[src/rtl/vector_mem_arbiter_pkg.sv]
// -----------------------------------------------------------------------------
// vector_mem_arbiter_pkg
// Shared types and constants for the vector memory arbiter slice.
//   request_t             : packed memory request/response beat
//   req_type_e            : READ_REQ / WRITE_REQ command encoding
//   REQUEST_COUNTER_WIDTH : width of the per-requester outstanding counters
//   NUM_MEM_REQUESTERS    : default number of units sharing the memory port
// -----------------------------------------------------------------------------
package vector_mem_arbiter_pkg;

    localparam int NUM_MEM_REQUESTERS    = 4;
    // Must be wide enough to hold MAX_OUTSTANDING itself (16 -> 5 bits).
    localparam int REQUEST_COUNTER_WIDTH = 5;
    localparam int CORE_ID_WIDTH         = 8;
    localparam int ADDR_WIDTH            = 16;
    localparam int DATA_WIDTH            = 32;

    typedef logic [CORE_ID_WIDTH-1:0] core_id_t;

    typedef enum logic {
        READ_REQ  = 1'b0,
        WRITE_REQ = 1'b1
    } req_type_e;

    typedef struct packed {
        logic                  vld;
        req_type_e             cmd;
        core_id_t              core_id;
        logic [ADDR_WIDTH-1:0] addr;
        logic [DATA_WIDTH-1:0] data;
    } request_t;

    // True when core_id belongs to one of the count requesters starting at base.
    function automatic logic core_id_in_range(core_id_t id, int base, int count);
        return (int'(id) >= base) && (int'(id) < base + count);
    endfunction

endpackage

[src/rtl/vector_mem_arbiter_if.sv]
// -----------------------------------------------------------------------------
// vector_mem_arbiter_if
// Bundles the requester, memory and response signals of the arbiter.
//   req_in[NUM_REQ]   : per-unit requests (held by the unit until granted)
//   req_grant         : one-cycle acceptance pulse per unit
//   mem_req           : registered request toward memory
//   mem_grant         : memory accepts mem_req this cycle
//   mem_rsp           : memory response tagged by core_id
//   rsp_out[NUM_REQ]  : routed per-unit responses
//   rsp_drop          : pulse for a response whose core_id matches no unit
// Modports: master = arbiter side, slave = units/memory/environment side.
// -----------------------------------------------------------------------------
interface vector_mem_arbiter_if
    import vector_mem_arbiter_pkg::*;
#(
    parameter int NUM_REQ = NUM_MEM_REQUESTERS
) ();

    request_t             req_in  [NUM_REQ];
    logic [NUM_REQ-1:0]   req_grant;
    request_t             mem_req;
    logic                 mem_grant;
    request_t             mem_rsp;
    request_t             rsp_out [NUM_REQ];
    logic                 rsp_drop;

    modport master (
        input  req_in,
        input  mem_grant,
        input  mem_rsp,
        output req_grant,
        output mem_req,
        output rsp_out,
        output rsp_drop
    );

    modport slave (
        output req_in,
        output mem_grant,
        output mem_rsp,
        input  req_grant,
        input  mem_req,
        input  rsp_out,
        input  rsp_drop
    );

endinterface

[src/rtl/vector_mem_arbiter_rr_arbiter.sv]
// -----------------------------------------------------------------------------
// rr_arbiter
// Purely combinational round-robin pick: the first set bit of eligible found
// by searching upward from rr_ptr and wrapping from N-1 back to 0.
//   eligible     : one bit per requester
//   rr_ptr       : index with highest priority this cycle
//   winner       : selected index (0 when nothing is eligible)
//   any_eligible : at least one eligible bit is set
// -----------------------------------------------------------------------------
module rr_arbiter #(
    parameter int N     = 4,
    parameter int IDX_W = 2
) (
    input  logic [N-1:0]     eligible,
    input  logic [IDX_W-1:0] rr_ptr,
    output logic [IDX_W-1:0] winner,
    output logic             any_eligible
);

    // Walk the offsets from farthest to nearest so the nearest eligible
    // index (lowest offset from rr_ptr) is the last one written and wins.
    always_comb begin
        winner       = '0;
        any_eligible = 1'b0;
        for (int off = N - 1; off >= 0; off--) begin
            if (eligible[IDX_W'((int'(rr_ptr) + off) % N)]) begin
                winner       = IDX_W'((int'(rr_ptr) + off) % N);
                any_eligible = 1'b1;
            end
        end
    end

endmodule

[src/rtl/vector_mem_arbiter.sv]
// -----------------------------------------------------------------------------
// vector_mem_arbiter
// Shares one memory request port between NUM_REQ vector load/store units with
// round-robin arbitration, per-unit outstanding-request limits, and routes
// memory responses back to the owning unit by core_id.
//   clk   : single clock, all logic on the rising edge
//   reset : asynchronous, active-low
//   bus   : vector_mem_arbiter_if.master (requests, grants, memory port,
//           responses, drop pulse)
// Requester i is stamped with core_id CORE_ID_BASE+i on its way to memory.
// -----------------------------------------------------------------------------
module vector_mem_arbiter
    import vector_mem_arbiter_pkg::*;
#(
    parameter int NUM_REQ         = NUM_MEM_REQUESTERS,
    parameter int CORE_ID_BASE    = 8,
    parameter int MAX_OUTSTANDING = 16
) (
    input  logic                 clk,
    input  logic                 reset,
    vector_mem_arbiter_if.master bus
);

    localparam int IDX_W = (NUM_REQ > 1) ? $clog2(NUM_REQ) : 1;
    localparam int CW    = REQUEST_COUNTER_WIDTH;
    localparam logic [CW-1:0] MAX_CNT = CW'(MAX_OUTSTANDING);

    // mem_req ownership: IDLE means the output register is empty.
    localparam logic [0:0] IDLE  = 1'b0;
    localparam logic [0:0] ISSUE = 1'b1;

    logic [0:0]         state_reg, state_next;
    request_t           mem_req_reg, mem_req_next;
    logic [IDX_W-1:0]   rr_ptr_reg, rr_ptr_next;
    logic [CW-1:0]      outstanding_reg [NUM_REQ];
    request_t           rsp_out_reg     [NUM_REQ];
    logic               rsp_drop_reg;

    logic [NUM_REQ-1:0] eligible;
    logic [NUM_REQ-1:0] grant;
    logic [NUM_REQ-1:0] rsp_hit;
    logic [IDX_W-1:0]   winner;
    logic               any_eligible;
    logic               capture;
    logic               rsp_in_range;
    logic [IDX_W-1:0]   rsp_idx;

    // ------------------------------------------------------------------
    // Request path
    // ------------------------------------------------------------------
    genvar gi;
    generate
        for (gi = 0; gi < NUM_REQ; gi++) begin : g_req
            assign eligible[gi] = bus.req_in[gi].vld && (outstanding_reg[gi] < MAX_CNT);
            assign grant[gi]    = capture && (winner == IDX_W'(gi));
        end
    endgenerate

    rr_arbiter #(
        .N     (NUM_REQ),
        .IDX_W (IDX_W)
    ) u_rr_arbiter (
        .eligible     (eligible),
        .rr_ptr       (rr_ptr_reg),
        .winner       (winner),
        .any_eligible (any_eligible)
    );

    // A new request may enter when the output register is empty or is being
    // drained this very cycle, which gives back-to-back issue. Gating with
    // reset keeps the grant pulse quiet while reset is held low.
    assign capture       = reset && any_eligible && ((state_reg == IDLE) || bus.mem_grant);
    assign bus.req_grant = grant;

    always_comb begin
        state_next   = state_reg;
        mem_req_next = mem_req_reg;
        rr_ptr_next  = rr_ptr_reg;
        if (capture) begin
            mem_req_next         = bus.req_in[winner];
            mem_req_next.core_id = core_id_t'(CORE_ID_BASE + int'(winner));
            state_next           = ISSUE;
            rr_ptr_next          = (winner == IDX_W'(NUM_REQ - 1)) ? '0 : winner + 1'b1;
        end else if ((state_reg == ISSUE) && bus.mem_grant) begin
            mem_req_next = '0;
            state_next   = IDLE;
        end
    end

    assign bus.mem_req = mem_req_reg;

    // ------------------------------------------------------------------
    // Response path (independent of the request path)
    // ------------------------------------------------------------------
    always_comb begin
        rsp_in_range = core_id_in_range(bus.mem_rsp.core_id, CORE_ID_BASE, NUM_REQ);
        rsp_idx      = '0;
        if (rsp_in_range) begin
            rsp_idx = IDX_W'(int'(bus.mem_rsp.core_id) - CORE_ID_BASE);
        end
    end

    generate
        for (gi = 0; gi < NUM_REQ; gi++) begin : g_rsp
            assign rsp_hit[gi]     = bus.mem_rsp.vld && rsp_in_range && (rsp_idx == IDX_W'(gi));
            assign bus.rsp_out[gi] = rsp_out_reg[gi];
        end
    endgenerate

    assign bus.rsp_drop = rsp_drop_reg;

    // ------------------------------------------------------------------
    // State registers
    // ------------------------------------------------------------------
    always_ff @(posedge clk or negedge reset) begin
        if (!reset) begin
            state_reg    <= IDLE;
            mem_req_reg  <= '0;
            rr_ptr_reg   <= '0;
            rsp_drop_reg <= 1'b0;
            for (int i = 0; i < NUM_REQ; i++) begin
                rsp_out_reg[i]     <= '0;
                outstanding_reg[i] <= '0;
            end
        end else begin
            state_reg    <= state_next;
            mem_req_reg  <= mem_req_next;
            rr_ptr_reg   <= rr_ptr_next;
            rsp_drop_reg <= bus.mem_rsp.vld && !rsp_in_range;
            for (int i = 0; i < NUM_REQ; i++) begin
                rsp_out_reg[i] <= rsp_hit[i] ? bus.mem_rsp : '0;
                // Grant and response together cancel out; a response to a
                // unit with nothing outstanding is still forwarded above but
                // must not wrap the counter.
                if (grant[i] && !rsp_hit[i]) begin
                    outstanding_reg[i] <= outstanding_reg[i] + 1'b1;
                end else if (!grant[i] && rsp_hit[i] && (outstanding_reg[i] != '0)) begin
                    outstanding_reg[i] <= outstanding_reg[i] - 1'b1;
                end
            end
        end
    end

endmodule
[src/flat_wrapper.sv]
// flat-port wrapper written by rule: the top's interface ports become plain ports
module vector_mem_arbiter_flat import vector_mem_arbiter_pkg::*;
#(
    parameter int NUM_REQ         = NUM_MEM_REQUESTERS,
    parameter int CORE_ID_BASE    = 8,
    parameter int MAX_OUTSTANDING = 16
)
  (clk, reset, bus_req_in, bus_mem_grant, bus_mem_rsp, bus_req_grant, bus_mem_req, bus_rsp_out, bus_rsp_drop);
  vector_mem_arbiter_if #(.NUM_REQ(NUM_REQ)) bus_i ();
  input  logic clk;
  input  logic reset;
  input wire logic [$bits(bus_i.req_in)-1:0] bus_req_in;
  input wire logic [$bits(bus_i.mem_grant)-1:0] bus_mem_grant;
  input wire logic [$bits(bus_i.mem_rsp)-1:0] bus_mem_rsp;
  output wire logic [$bits(bus_i.req_grant)-1:0] bus_req_grant;
  output wire logic [$bits(bus_i.mem_req)-1:0] bus_mem_req;
  output wire logic [$bits(bus_i.rsp_out)-1:0] bus_rsp_out;
  output wire logic [$bits(bus_i.rsp_drop)-1:0] bus_rsp_drop;
  assign bus_i.req_in = {>>{bus_req_in}};
  assign bus_i.mem_grant = bus_mem_grant;
  assign bus_i.mem_rsp = bus_mem_rsp;
  assign bus_req_grant = bus_i.req_grant;
  assign bus_mem_req = bus_i.mem_req;
  assign bus_rsp_out = {>>{bus_i.rsp_out}};
  assign bus_rsp_drop = bus_i.rsp_drop;
  vector_mem_arbiter #(.NUM_REQ(NUM_REQ), .CORE_ID_BASE(CORE_ID_BASE), .MAX_OUTSTANDING(MAX_OUTSTANDING)) u_core (.clk(clk), .reset(reset), .bus(bus_i));
endmodule
[config.mk]
export PLATFORM = sky130hd
export DESIGN_NAME = vector_mem_arbiter_flat
export DESIGN_NICKNAME = d
export VERILOG_FILES = /design/src/rtl/vector_mem_arbiter_pkg.sv /design/src/rtl/vector_mem_arbiter_if.sv /design/src/rtl/vector_mem_arbiter_rr_arbiter.sv /design/src/rtl/vector_mem_arbiter.sv /design/src/flat_wrapper.sv
export SDC_FILE = /design/constraint.sdc
export NUM_CORES = 1
export LEC_CHECK = 0
export BUFFER_PORTS_ARGS = -buffer_cell sky130_fd_sc_hd__buf_4
export CAP_MARGIN = 0
export CORE_AREA = 2 2 230 232
export CTS_BUF_LIST = sky130_fd_sc_hd__clkbuf_16
export DETAILED_ROUTE_END_ITERATION = 12
export DIE_AREA = 0 0 232 234
export HOLD_SLACK_MARGIN = 0.08
export SYNTH_ARGS = -nofsm -noshare
export SYNTH_HDL_FRONTEND = slang
export SYNTH_SLANG_ARGS = --single-unit
export TNS_END_PERCENT = 100
[constraint.sdc]
create_clock -name clk -period 5.57 [get_ports clk]
set_input_delay 0 -clock clk [delete_from_list [all_inputs] [get_ports clk]]
set_output_delay 0 -clock clk [all_outputs]
set_load 0.02 [all_outputs]
# --- Word-level counts from Yosys, hierarchy flattened ---
# Index checks and enable logic that the tools add are counted.
word_totals:
  inputBits: 293
  reg_bits: 314
  wordCells: 157
classes:
  n_eq_ne: 6
  magnitude_cmp: 11
  n_reduce_logical: 51
  mux: 41
  bitwise_logic: 2
  n_addsub: 14
ops:
  columns: ["op", "n"]
  rows:
  - ["two-way mux 58 bit", 8]
  - ["binary-select mux 58 bit (select 2 bit)", 1]
  - ["two-way mux 5 bit", 8]
  - ["logical AND 1 bit", 30]
  - ["adder 5 x 1 -> 5 bit (second input constant)", 4]
  - ["< comparator 5 bit (second input constant)", 4]
  - ["nonzero test 5 bit", 4]
  - ["subtractor 5 x 1 -> 5 bit (second input constant)", 4]
  - ["< comparator 2 x 4 -> 1 bit (second input constant)", 4]
  - ["two-way mux 1 bit", 14]
  - ["two-way mux 2 bit", 6]
  - ["nonzero test 2 bit", 5]
  - ["logical NOT 1 bit", 9]
  - ["binary-select mux 1 bit (select 2 bit)", 4]
  - ["== test 2 bit (second input constant)", 4]
  - [">= comparator 8 x 4 -> 1 bit (second input constant)", 1]
  - ["< comparator 8 x 4 -> 1 bit (second input constant)", 1]
  - ["adder 4 x 2 -> 5 bit (first input constant)", 1]
  - ["adder 2 x 1 -> 2 bit (second input constant)", 2]
  - ["adder 2 bit (second input constant)", 2]
  - ["== test 2 x 1 -> 1 bit (second input constant)", 2]
  - ["logical NOT 2 bit", 2]
  - [">= comparator 3 bit (second input constant)", 1]
  - ["inverter 2 -> 3 bit", 1]
  - ["other kinds (3)", 3]

# --- Logic depth before layout (Yosys ltp) ---
# Gate-level depths: netlist of the first run.
logic_depth:
  depth_word: 17
  depth_mapped: 14
  depth_no_buf: 12

# --- By module ---
# Synthesis of the first run repeated with hierarchy kept, for this count alone.
hier_totals:
  hier_cells: 804
  hier_area_um2: 12031.5
by_module_without_submodules:
  columns: ["module", "area_each_um2", "n_inst", "cells_per_inst"]
  rows:
  - ["vector_mem_arbiter", 11954.0, 1, 791]
  - ["rr_arbiter", 77.6, 1, 13]

# --- Worst setup path after synthesis of the first run ---
# No wires, ideal clock.
synth_timing:
  path_kind: "reg2reg"
  from: "register u_core.outstanding_reg[19] (netlist name)"
  to: "register u_core.outstanding_reg[14] (netlist name)"
  t_arrival_ns: 3.184
  slack_ns: 2.262
  path_stages_with_launch: 12
  required_time_ns: 5.446
  setup_time_ns: 0.124
  path_cell_list: "dfrtp_1 -> nor2b_1 -> a21oi_1 -> o22a_2 -> nor3_4 -> clkbuf_1 -> o21ai_0 -> fa_1 -> a21o_1 -> a21oi_1 -> nor4_1 -> o31a_1"
synth_between:
  elab_chain_cells: 16
  elab_cells_between_ends: 32
  cone_classes: "order compare: 1; eq/ne: 1; mux: 21; reduce/logical: 9"
synth_rtl:
  columns: ["item", "line_no", "text"]
  rows:
  - ["from (decl)", "vector_mem_arbiter.sv:35", "logic [CW-1:0] outstanding_reg [NUM_REQ];"]
  - ["from (signal, indexed assignment)", "vector_mem_arbiter.sv:136", "outstanding_reg[i] <= outstanding_reg[i] + 1'b1;"]
  - ["from (signal, indexed assignment)", "vector_mem_arbiter.sv:138", "outstanding_reg[i] <= outstanding_reg[i] - 1'b1;"]
  - ["< comparator 5 bit (*)", "vector_mem_arbiter.sv:54", "assign eligible[gi] = bus.req_in[gi].vld && (outstanding_reg[gi] < MAX_CNT);"]
  - ["logical AND 1 bit (*)", "vector_mem_arbiter.sv:54", null]
  - ["binary-select mux 1 bit (select 2 bit)", "vector_mem_arbiter_rr_arbiter.sv:26", "if (eligible[IDX_W'((int'(rr_ptr) + off) % N)]) begin"]
  - ["two-way mux 1 bit (implied by the code) (2 in a row)", "vector_mem_arbiter_rr_arbiter.sv:26", null]
  - ["two-way mux 1 bit (4 in a row)", "vector_mem_arbiter_rr_arbiter.sv:26", null]
  - ["logical AND 1 bit (2 in a row)", "vector_mem_arbiter.sv:72", "assign capture = reset && any_eligible && ((state_reg == IDLE) || bus.mem_grant);"]
  - ["logical AND 1 bit (*)", "vector_mem_arbiter.sv:55", "assign grant[gi] = capture && (winner == IDX_W'(gi));"]
  - ["via bus_req_grant[1]", "flat_wrapper.sv:15", "output wire logic [$bits(bus_i.req_grant)-1:0] bus_req_grant;"]
  - ["logical NOT 1 bit", "vector_mem_arbiter.sv:137", "end else if (!grant[i] && rsp_hit[i] && (outstanding_reg[i] != '0)) begin"]
  - ["logical AND 1 bit (2 in a row)", "vector_mem_arbiter.sv:137", null]
  - ["nonzero test 2 bit (no source line)", null, null]
# The timed path passes the listed nets; every way through them passes the cells marked *. The select of a mux whose other input is x is not followed.
# A chain may end at the register's enable or synchronous reset.

# --- Worst setup path after layout of the first run ---
layout_timing:
  from: "register u_core.outstanding_reg[19] (netlist name)"
  to: "register u_core.mem_req_reg (netlist bit u_core.bus.mem_req[12])"
layout_between:
  elab_chain_cells: 14
  elab_cells_between_ends: 30
  cone_classes: "order compare: 1; mux: 24; bitwise: 1; reduce/logical: 4"
layout_rtl:
  columns: ["item", "line_no", "text"]
  rows:
  - ["< comparator 5 bit (*)", "vector_mem_arbiter.sv:54", null]
  - ["logical AND 1 bit (*)", "vector_mem_arbiter.sv:54", null]
  - ["binary-select mux 1 bit (select 2 bit)", "vector_mem_arbiter_rr_arbiter.sv:26", null]
  - ["two-way mux 1 bit (implied by the code) (2 in a row)", "vector_mem_arbiter_rr_arbiter.sv:26", null]
  - ["two-way mux 2 bit (4 in a row)", "vector_mem_arbiter_rr_arbiter.sv:26", null]
  - ["inverter 2 -> 3 bit (implied by the code)", "vector_mem_arbiter.sv:80", "mem_req_next = bus.req_in[winner];"]
  - ["binary-select mux 58 bit (select 2 bit)", "vector_mem_arbiter.sv:80", null]
  - ["two-way mux 58 bit (implied by the code) (2 in a row)", "vector_mem_arbiter.sv:80", null]
  - ["two-way mux 58 bit", "vector_mem_arbiter.sv:79", "if (capture) begin"]
  - ["to (signal assigned)", "vector_mem_arbiter.sv:127", "mem_req_reg <= mem_req_next;"]
  - ["to (decl)", "vector_mem_arbiter.sv:33", "request_t mem_req_reg, mem_req_next;"]
# Every way passes the cells marked *; elsewhere a longest branch is shown, timed or not. The select of a mux whose other input is x is not followed.

==> impl_metrics.py, run 1 <==
metrics = {
    "outcome": {
        "outcome": "finished, final reports clean",
    },
    "setup_path": {
        "cp_common_cell": "dlygate4sd3_1",
        "crit_cells": 10,
        "worst-path-buf-inv": 4,
        "worstSetupStartpoint": "u_core.outstanding_reg[19]",
        "r2r_start": "u_core.outstanding_reg[19]",
        "cp_max_fo": 34,
        "reg2reg_setup_slack_ns": 1.23,
        "worstPathCellList": "nor2b_1 > a21oi_1 > o211ai_4 > nand2_1 > inv_1 > buf_4 > a222oi_1 > dlygate4sd3_1 > o21ai_1 > dlygate4sd3_1",
        "critPathArrivalTime_ns": 4.80,
        "slowest_delay_ns": 0.93,
        "reg2regPathDepth": 10,
        "worstPathRequired_ns": 6.03,
        "endpoint": "u_core.bus.mem_req[12]",
        "cpLargestDelayFamily": "buffers and inverters",
        "critPathKind": "flop to flop",
        "crit_path_top_delay_cell": "o211ai_4",
        "reg2reg_to": "u_core.bus.mem_req[12]",
        "cp-start-kind": "flop",
        "cp-end-kind": "flop",
    },
    "detailed_routing": {
        "detail-route-antenna-nets": 0,
        "vias_per_cell": 4.39,
        "drtIter0Drc": 753,
        "vias": 10500,
        "routed_wl_mm": 47.5,
        "drcViolationCount": 0,
        "dr.pass1.iters": 12,
        "wl_per_cell_um": 19.9,
    },
    "synthesis": {
        "synth-async-reset-ratio_pct": 100,
        "synth.cell_area_um2": 11700,
        "yosys_warnings": 0,
        "synth_adder_area_share_pct": 2.08,
        "synth_top_family_by_area": "simple AND/OR/NAND/NOR gates",
        "synth_edf_count": 0,
        "synthCells": 891,
        "avgSynthCellArea_um2": 13.1,
        "synth_xor_xnor_area_share_pct": 1.12,
        "yosys.area_share.simple_pct": 14.4,
        "ys.flop_type": "dfrtp_1",
        "synth_cell_types": 59,
        "synthMuxAreaShare_pct": 1.30,
        "ys_seq_area_share_pct": 66.0,
        "synth_compound_area_share_pct": 12.2,
        "ys_ff_latch": 308,
    },
    "timing": {
        "relSlewSlack_pct": 21.6,
        "skew_ns": 0.0177,
        "worst_pin_slew_ns": 1.17,
        "fmax_ghz": 0.230,
        "finalCriticalPeriod_ns": 4.34,
        "timing.final.crit_share_pct": 77.9,
        "hold_violations": 0,
        "setup_tns_ns": 0,
        "setup_viol": 0,
        "rsz0062_at_grt": "false",
        "report.final.slew_viol_count": 0,
    },
    "clock_tree": {
        "post-cts-setup-buffer-count": 0,
        "cts.hold.buffers_added": 209,
        "clockBufferDepth": 3,
        "worstSkewPairLatency_ns": 0.54,
        "cts_tree": "done",
        "htreeDepth": 2,
        "clkSlewWorstSetupHoldPaths_ns": 0.06,
        "cts-root-buf": "clkbuf_16",
        "ctsResizeCount": 0,
        "cts_made_buffers": 35,
        "clkSinkCount": 308,
    },
    "min_path": {
        "hp-class": "primary input to asynchronous set/reset pin",
    },
    "floorplan": {
        "dieWidth_um": 232,
        "start_util_pct": 22.5,
        "dieHeight_um": 234,
        "core_um2": 52000,
        "die_area_um2": 54300,
        "ios": 588,
        "rows": 84,
    },
    "run": {
        "max_cap_violations": 0,
    },
    "final_layout": {
        "area_growth_pct": 70.8,
        "final_nets": 1979,
        "largest_reg_flops": 232,
        "fill_cells": 4983,
        "fin_area_um2": 20000,
        "layout-drive-gt1-share_pct": 38.0,
        "final_cell_mix": "buf_4, dfrtp_1, dlygate4sd3_1",
        "final_common_cell": "buf_4",
    },
    "power_and_ir_drop": {
        "p_leak_nw": 9.98,
        "p_total_mw": 7.83,
        "peakVddDrop_mv": 0.309,
        "powerDensity_nw_per_um2": 392,
    },
    "global_route": {
        "grt_use_total_pct": 16.7,
        "grt_overflow": 0,
        "grt_pass1_vias": 10800,
        "grt_max_degree": 97,
        "grt_pass1_wl_mm": 68.0,
        "antenna_found_initial": 13,
    },
    "placed_design": {
        "hpwlAfterDp_mm": 33.2,
        "postPlaceCellArea_um2": 16700,
        "routabilityCongestion": 0.961,
        "io_buffers": 550,
    },
}
cell families after synthesis:
kind of cell / Yosys count
multiplexers: 13
AO/OA/AOI/OAI: 191
flip-flops: 308
XOR/XNOR: 15
adder cells (fa/ha/maj): 17
other: 1
AND/OR/NAND/NOR: 272
buffers and inverters: 74
worst register-to-register path: cells and delay by family, from the launching register on:
| family | cells | cell delay, ns |
|---|---|---|
| and+or+nand+nor | 2 | 0.54 |
| AOI/OAI and AO/OA | 4 | 1.38 |
| buffers and inverters | 4 | 1.92 |
| DFF | 1 | 0.43 |
worst min path at each step:
stage | startpoint | to | slack, ns | depth (start not counted)
6_report | reset | u_core.bus.rsp_out[9] | 0.08 | 2
4_1_cts | reset | u_core.bus.rsp_out[52] | 0.09 | 2
3_3_place_gp | reset | u_core.bus.rsp_out[9] | 0.07 | 1
2_1_floorplan | reset | u_core.bus.mem_req[0] | -0.30 | 0
5_1_grt | reset | u_core.bus.rsp_out[32] | 0.12 | 2
3_5_place_dp | reset | u_core.bus.rsp_out[32] | 0.09 | 1
Yosys cell counts, types with 3 or more instances:
cell / number / share of area [%]
dfrtp_1: 308 / 66
and2_1: 196 / 10
a222oi_1: 47 / 4.0
a22oi_1: 47 / 3.0
o21ai_0: 42 / 1.8
clkbuf_1: 38 / 1.2
nand2_1: 23 / 0.74
buf_2: 15 / 0.64
ha_1: 13 / 1.4
nor2_1: 13 / 0.42
a21oi_1: 12 / 0.51
inv_1: 11 / 0.35
o21ai_1: 10 / 0.43
xnor2_1: 9 / 0.67
a21o_1: 7 / 0.45
nor2b_1: 7 / 0.37
buf_4: 6 / 0.39
mux2_2: 6 / 0.58
xor2_1: 6 / 0.45
nand2b_1: 5 / 0.27
nor3_1: 5 / 0.21
fa_1: 4 / 0.69
mux2i_1: 4 / 0.34
or4_1: 4 / 0.26
buf_6: 3 / 0.29
nand3_1: 3 / 0.13
nand3b_1: 3 / 0.19
nor3_4: 3 / 0.42
per-stage QoR:
stage / worst slack (ns) / std cells / hold WS [ns] / utilization [%]
floorplan: 2.26 / 919 / -0.296 / -
global placement: 1.98 / 2111 / 0.0736 / 32.0
detailed placement: 1.91 / 2111 / 0.0851 / 32.0
CTS: 1.36 / 2384 / 0.0937 / 38.3
global route: 1.04 / 2392 / 0.123 / 38.4
finish: 1.23 / 2392 / 0.0810 / 38.4
power breakdown:
part / switching, mW / total, mW / internal, mW
clock: 0.960 / 2.37 / 1.41
combinational: 1.30 / 2.74 / 1.44
sequential: 0.214 / 2.72 / 2.50
cell type report:
cell class                      instances  area [um2]  share of cell area [%]
Timing Repair Buffer                  775        6350                    31.8
Antenna cell                            8        20.0                   0.100
Multi-Input combinational cell        537        3800                    19.0
Tap cell                              688         861                    4.31
Inverter                               12        45.0                   0.226
Clock buffer                           36         901                    4.51
Sequential cell                       308        7710                    38.6
Clock inverter                         28         279                    1.40
layer usage:
layer  global-route usage [%]  up-vias  wire, um
met5                        0        -         0
met4                     10.0        0      3020
met3                     4.04      123      3870
met2                     28.9      638     23300
met1                     18.7     5100     17300
li1                         -     4650         -
Power figures use the tool's default switching activity.
==> run 2: changes to the inputs <==
==> constraint.sdc (replaced) <==
create_clock -name clk -period 3.6 [get_ports clk]
set_input_delay 0 -clock clk [delete_from_list [all_inputs] [get_ports clk]]
set_output_delay 0 -clock clk [all_outputs]
set_load 0.02 [all_outputs]
==> impl_metrics.py, run 2 (same netlist as run 1, synthesis figures left out) <==
metrics = {
    "setup_path": {
        "worstPathRequired_ns": 4.07,
        "cp_common_cell": "dlygate4sd3_1",
        "cp-end-kind": "flop",
        "slowest_delay_ns": 0.60,
        "worstPathCellList": "nor2b_1 > o41ai_1 > nor2_1 > a21oi_4 > buf_12 > a222oi_1 > dlygate4sd3_1 > o21ai_1 > dlygate4sd3_1",
        "cp-start-kind": "flop",
        "critPathKind": "flop to flop",
        "crit_cells": 9,
        "worst-path-buf-inv": 3,
        "reg2regPathDepth": 9,
        "crit_path_top_delay_cell": "dlygate4sd3_1",
        "critPathArrivalTime_ns": 3.94,
        "cpLargestDelayFamily": "buffers and inverters",
        "worstSetupStartpoint": "u_core.outstanding_reg[19]",
        "r2r_start": "u_core.outstanding_reg[19]",
        "cp_max_fo": 30,
    },
    "detailed_routing": {
        "drtIter0Drc": 747,
        "dr.pass1.iters": 8,
        "wl_met1_mm": 17.6,
        "wl_per_cell_um": 20.2,
        "drcViolationCount": 0,
        "vias_per_cell": 4.43,
        "vias": 10700,
        "detail-route-antenna-nets": 0,
        "dr_wl_met2_mm": 24.1,
        "routed_wl_mm": 48.7,
        "route.met3.wl_mm": 3.99,
        "top_layer": "met4",
    },
    "placed_design": {
        "io_buffers": 550,
        "postPlaceCellArea_um2": 16700,
        "hpwlAfterDp_mm": 33.4,
        "routabilityCongestion": 0.935,
    },
    "power_and_ir_drop": {
        "peakVddDrop_mv": 0.373,
        "p_total_mw": 11.9,
        "powerDensity_nw_per_um2": 588,
        "p_leak_nw": 10.0,
    },
    "final_layout": {
        "layout-drive-gt1-share_pct": 37.4,
        "area_growth_pct": 72.4,
        "regArea_um2": 7710,
        "final_common_cell": "buf_4",
        "final_cell_mix": "buf_4, dfrtp_1, dlygate4sd3_1",
        "fin_area_um2": 20100,
        "multi_input_area_um2": 3810,
        "fill_cells": 4955,
        "final_nets": 2001,
        "largest_reg_flops": 232,
    },
    "timing": {
        "rsz0062_at_grt": "false",
        "worst_pin_slew_ns": 1.05,
        "finalCriticalPeriod_ns": 3.47,
        "setup_viol": 0,
        "relSlewSlack_pct": 29.8,
        "fmax_ghz": 0.288,
        "hold_violations": 0,
        "report.final.slew_viol_count": 0,
        "skew_ns": 0.0146,
        "timing.final.crit_share_pct": 96.4,
        "setup_tns_ns": 0,
        "whs_ns": 0.164,
    },
    "global_route": {
        "grt_overflow": 0,
        "grt_pass1_vias": 11200,
        "grt_max_degree": 169,
        "grt_pass1_wl_mm": 70.1,
        "antenna_found_initial": 16,
        "grt_use_total_pct": 17.3,
    },
    "min_path": {
        "hp-start": "bus_mem_rsp[55]",
        "hp-class": "primary input to flop",
        "hold_path_depth": 4,
    },
    "clock_tree": {
        "htreeDepth": 2,
        "cts_tree": "done",
        "post-cts-setup-buffer-count": 0,
        "clkSinkCount": 308,
        "cts_made_buffers": 35,
        "worstSkewPairLatency_ns": 0.54,
        "clockBufferDepth": 3,
        "clkSlewWorstSetupHoldPaths_ns": 0.06,
        "cts-root-buf": "clkbuf_16",
    },
    "floorplan": {
        "ios": 588,
        "core_um2": 52000,
        "die_area_um2": 54300,
        "dieHeight_um": 234,
        "dieWidth_um": 232,
        "start_util_pct": 22.5,
        "rows": 84,
    },
    "outcome": {
        "outcome": "finished, final reports clean",
    },
    "run": {
        "max_cap_violations": 0,
    },
}
-- run 2: changes by cell type in the layout (fill, tap and decap cells not counted), moves of 2 or more --
cell | previous run | this run
inv_6 | 1 | 3
diode_2 | 8 | 11
dlygate4sd3_1 | 209 | 229
nor2b_1 | 7 | 5
buf_4 | 565 | 562
buf_12 | 0 | 3
inv_1 | 16 | 18
bufinv_16 | 5 | 3
clkinv_1 | 8 | 10
clkinvlp_4 | 4 | 0
-- run 2: power by group --
part           internal (mW)  switching (mW)
sequential              3.87           0.329
clock                   1.98            1.44
combinational           2.17            2.05
total                   8.03            3.82
-- run 2: worst paths after layout --
kind	endpoint	slack, ns
worst min-delay path	u_core.bus.rsp_out[107]	0.16
worst max-delay path	u_core.bus.mem_req[3]	0.13
worst min register to register	u_core.bus.mem_req[49]	0.48
min in group asynchronous	u_core.bus.rsp_out[38]	0.62
max in group asynchronous	u_core.bus.mem_req[24]	1.32
worst max register to register	u_core.bus.mem_req[3]	0.13
-- run 2: routing by layer --
metal | up-vias | GRT usage [%]
met5 | - | 0
met4 | 0 | 10.5
met3 | 134 | 4.12
met2 | 644 | 30.0
met1 | 5220 | 19.1
li1 | 4708 | -
-- run 2: layout make-up --
type                            instances  share of cell area (%)
Antenna cell                           11                   0.137
Clock buffer                           35                    4.35
Clock inverter                         26                   0.975
Inverter                               12                   0.224
Multi-Input combinational cell        538                    18.9
Sequential cell                       308                    38.3
Tap cell                              688                    4.27
Timing Repair Buffer                  796                    32.8
-- run 2: worst reg2reg max path: cells and delay by family, from the launching register on --
family / cells / cell delay [ns]
buffers and inverters: 3 / 1.46
AOI/OAI and AO/OA: 4 / 1.16
DFF: 1 / 0.45
and+or+nand+nor: 2 / 0.34
-- run 2: metrics by stage --
| stage | utilization, % | std cells | setup slack [ns] |
|---|---|---|---|
| 5_1_grt | 38.7 | 2414 | 0.0201 |
| 4_1_cts | 38.6 | 2402 | 0.0873 |
| 3_3_place_gp | 32.1 | 2111 | 0.590 |
| 6_report | 38.7 | 2414 | 0.128 |
| 3_5_place_dp | 32.1 | 2111 | 0.477 |
| 2_1_floorplan | - | 919 | 0.292 |
-- run 2: timing repair --
| item | CTS | global route |
|---|---|---|
| endpoints found under the hold margin | 403 | 0 |
| gates resized for setup | 0 | 3 |
| hold buffers | 230 | 0 |
| setup endpoints to repair | 0 | 26 |
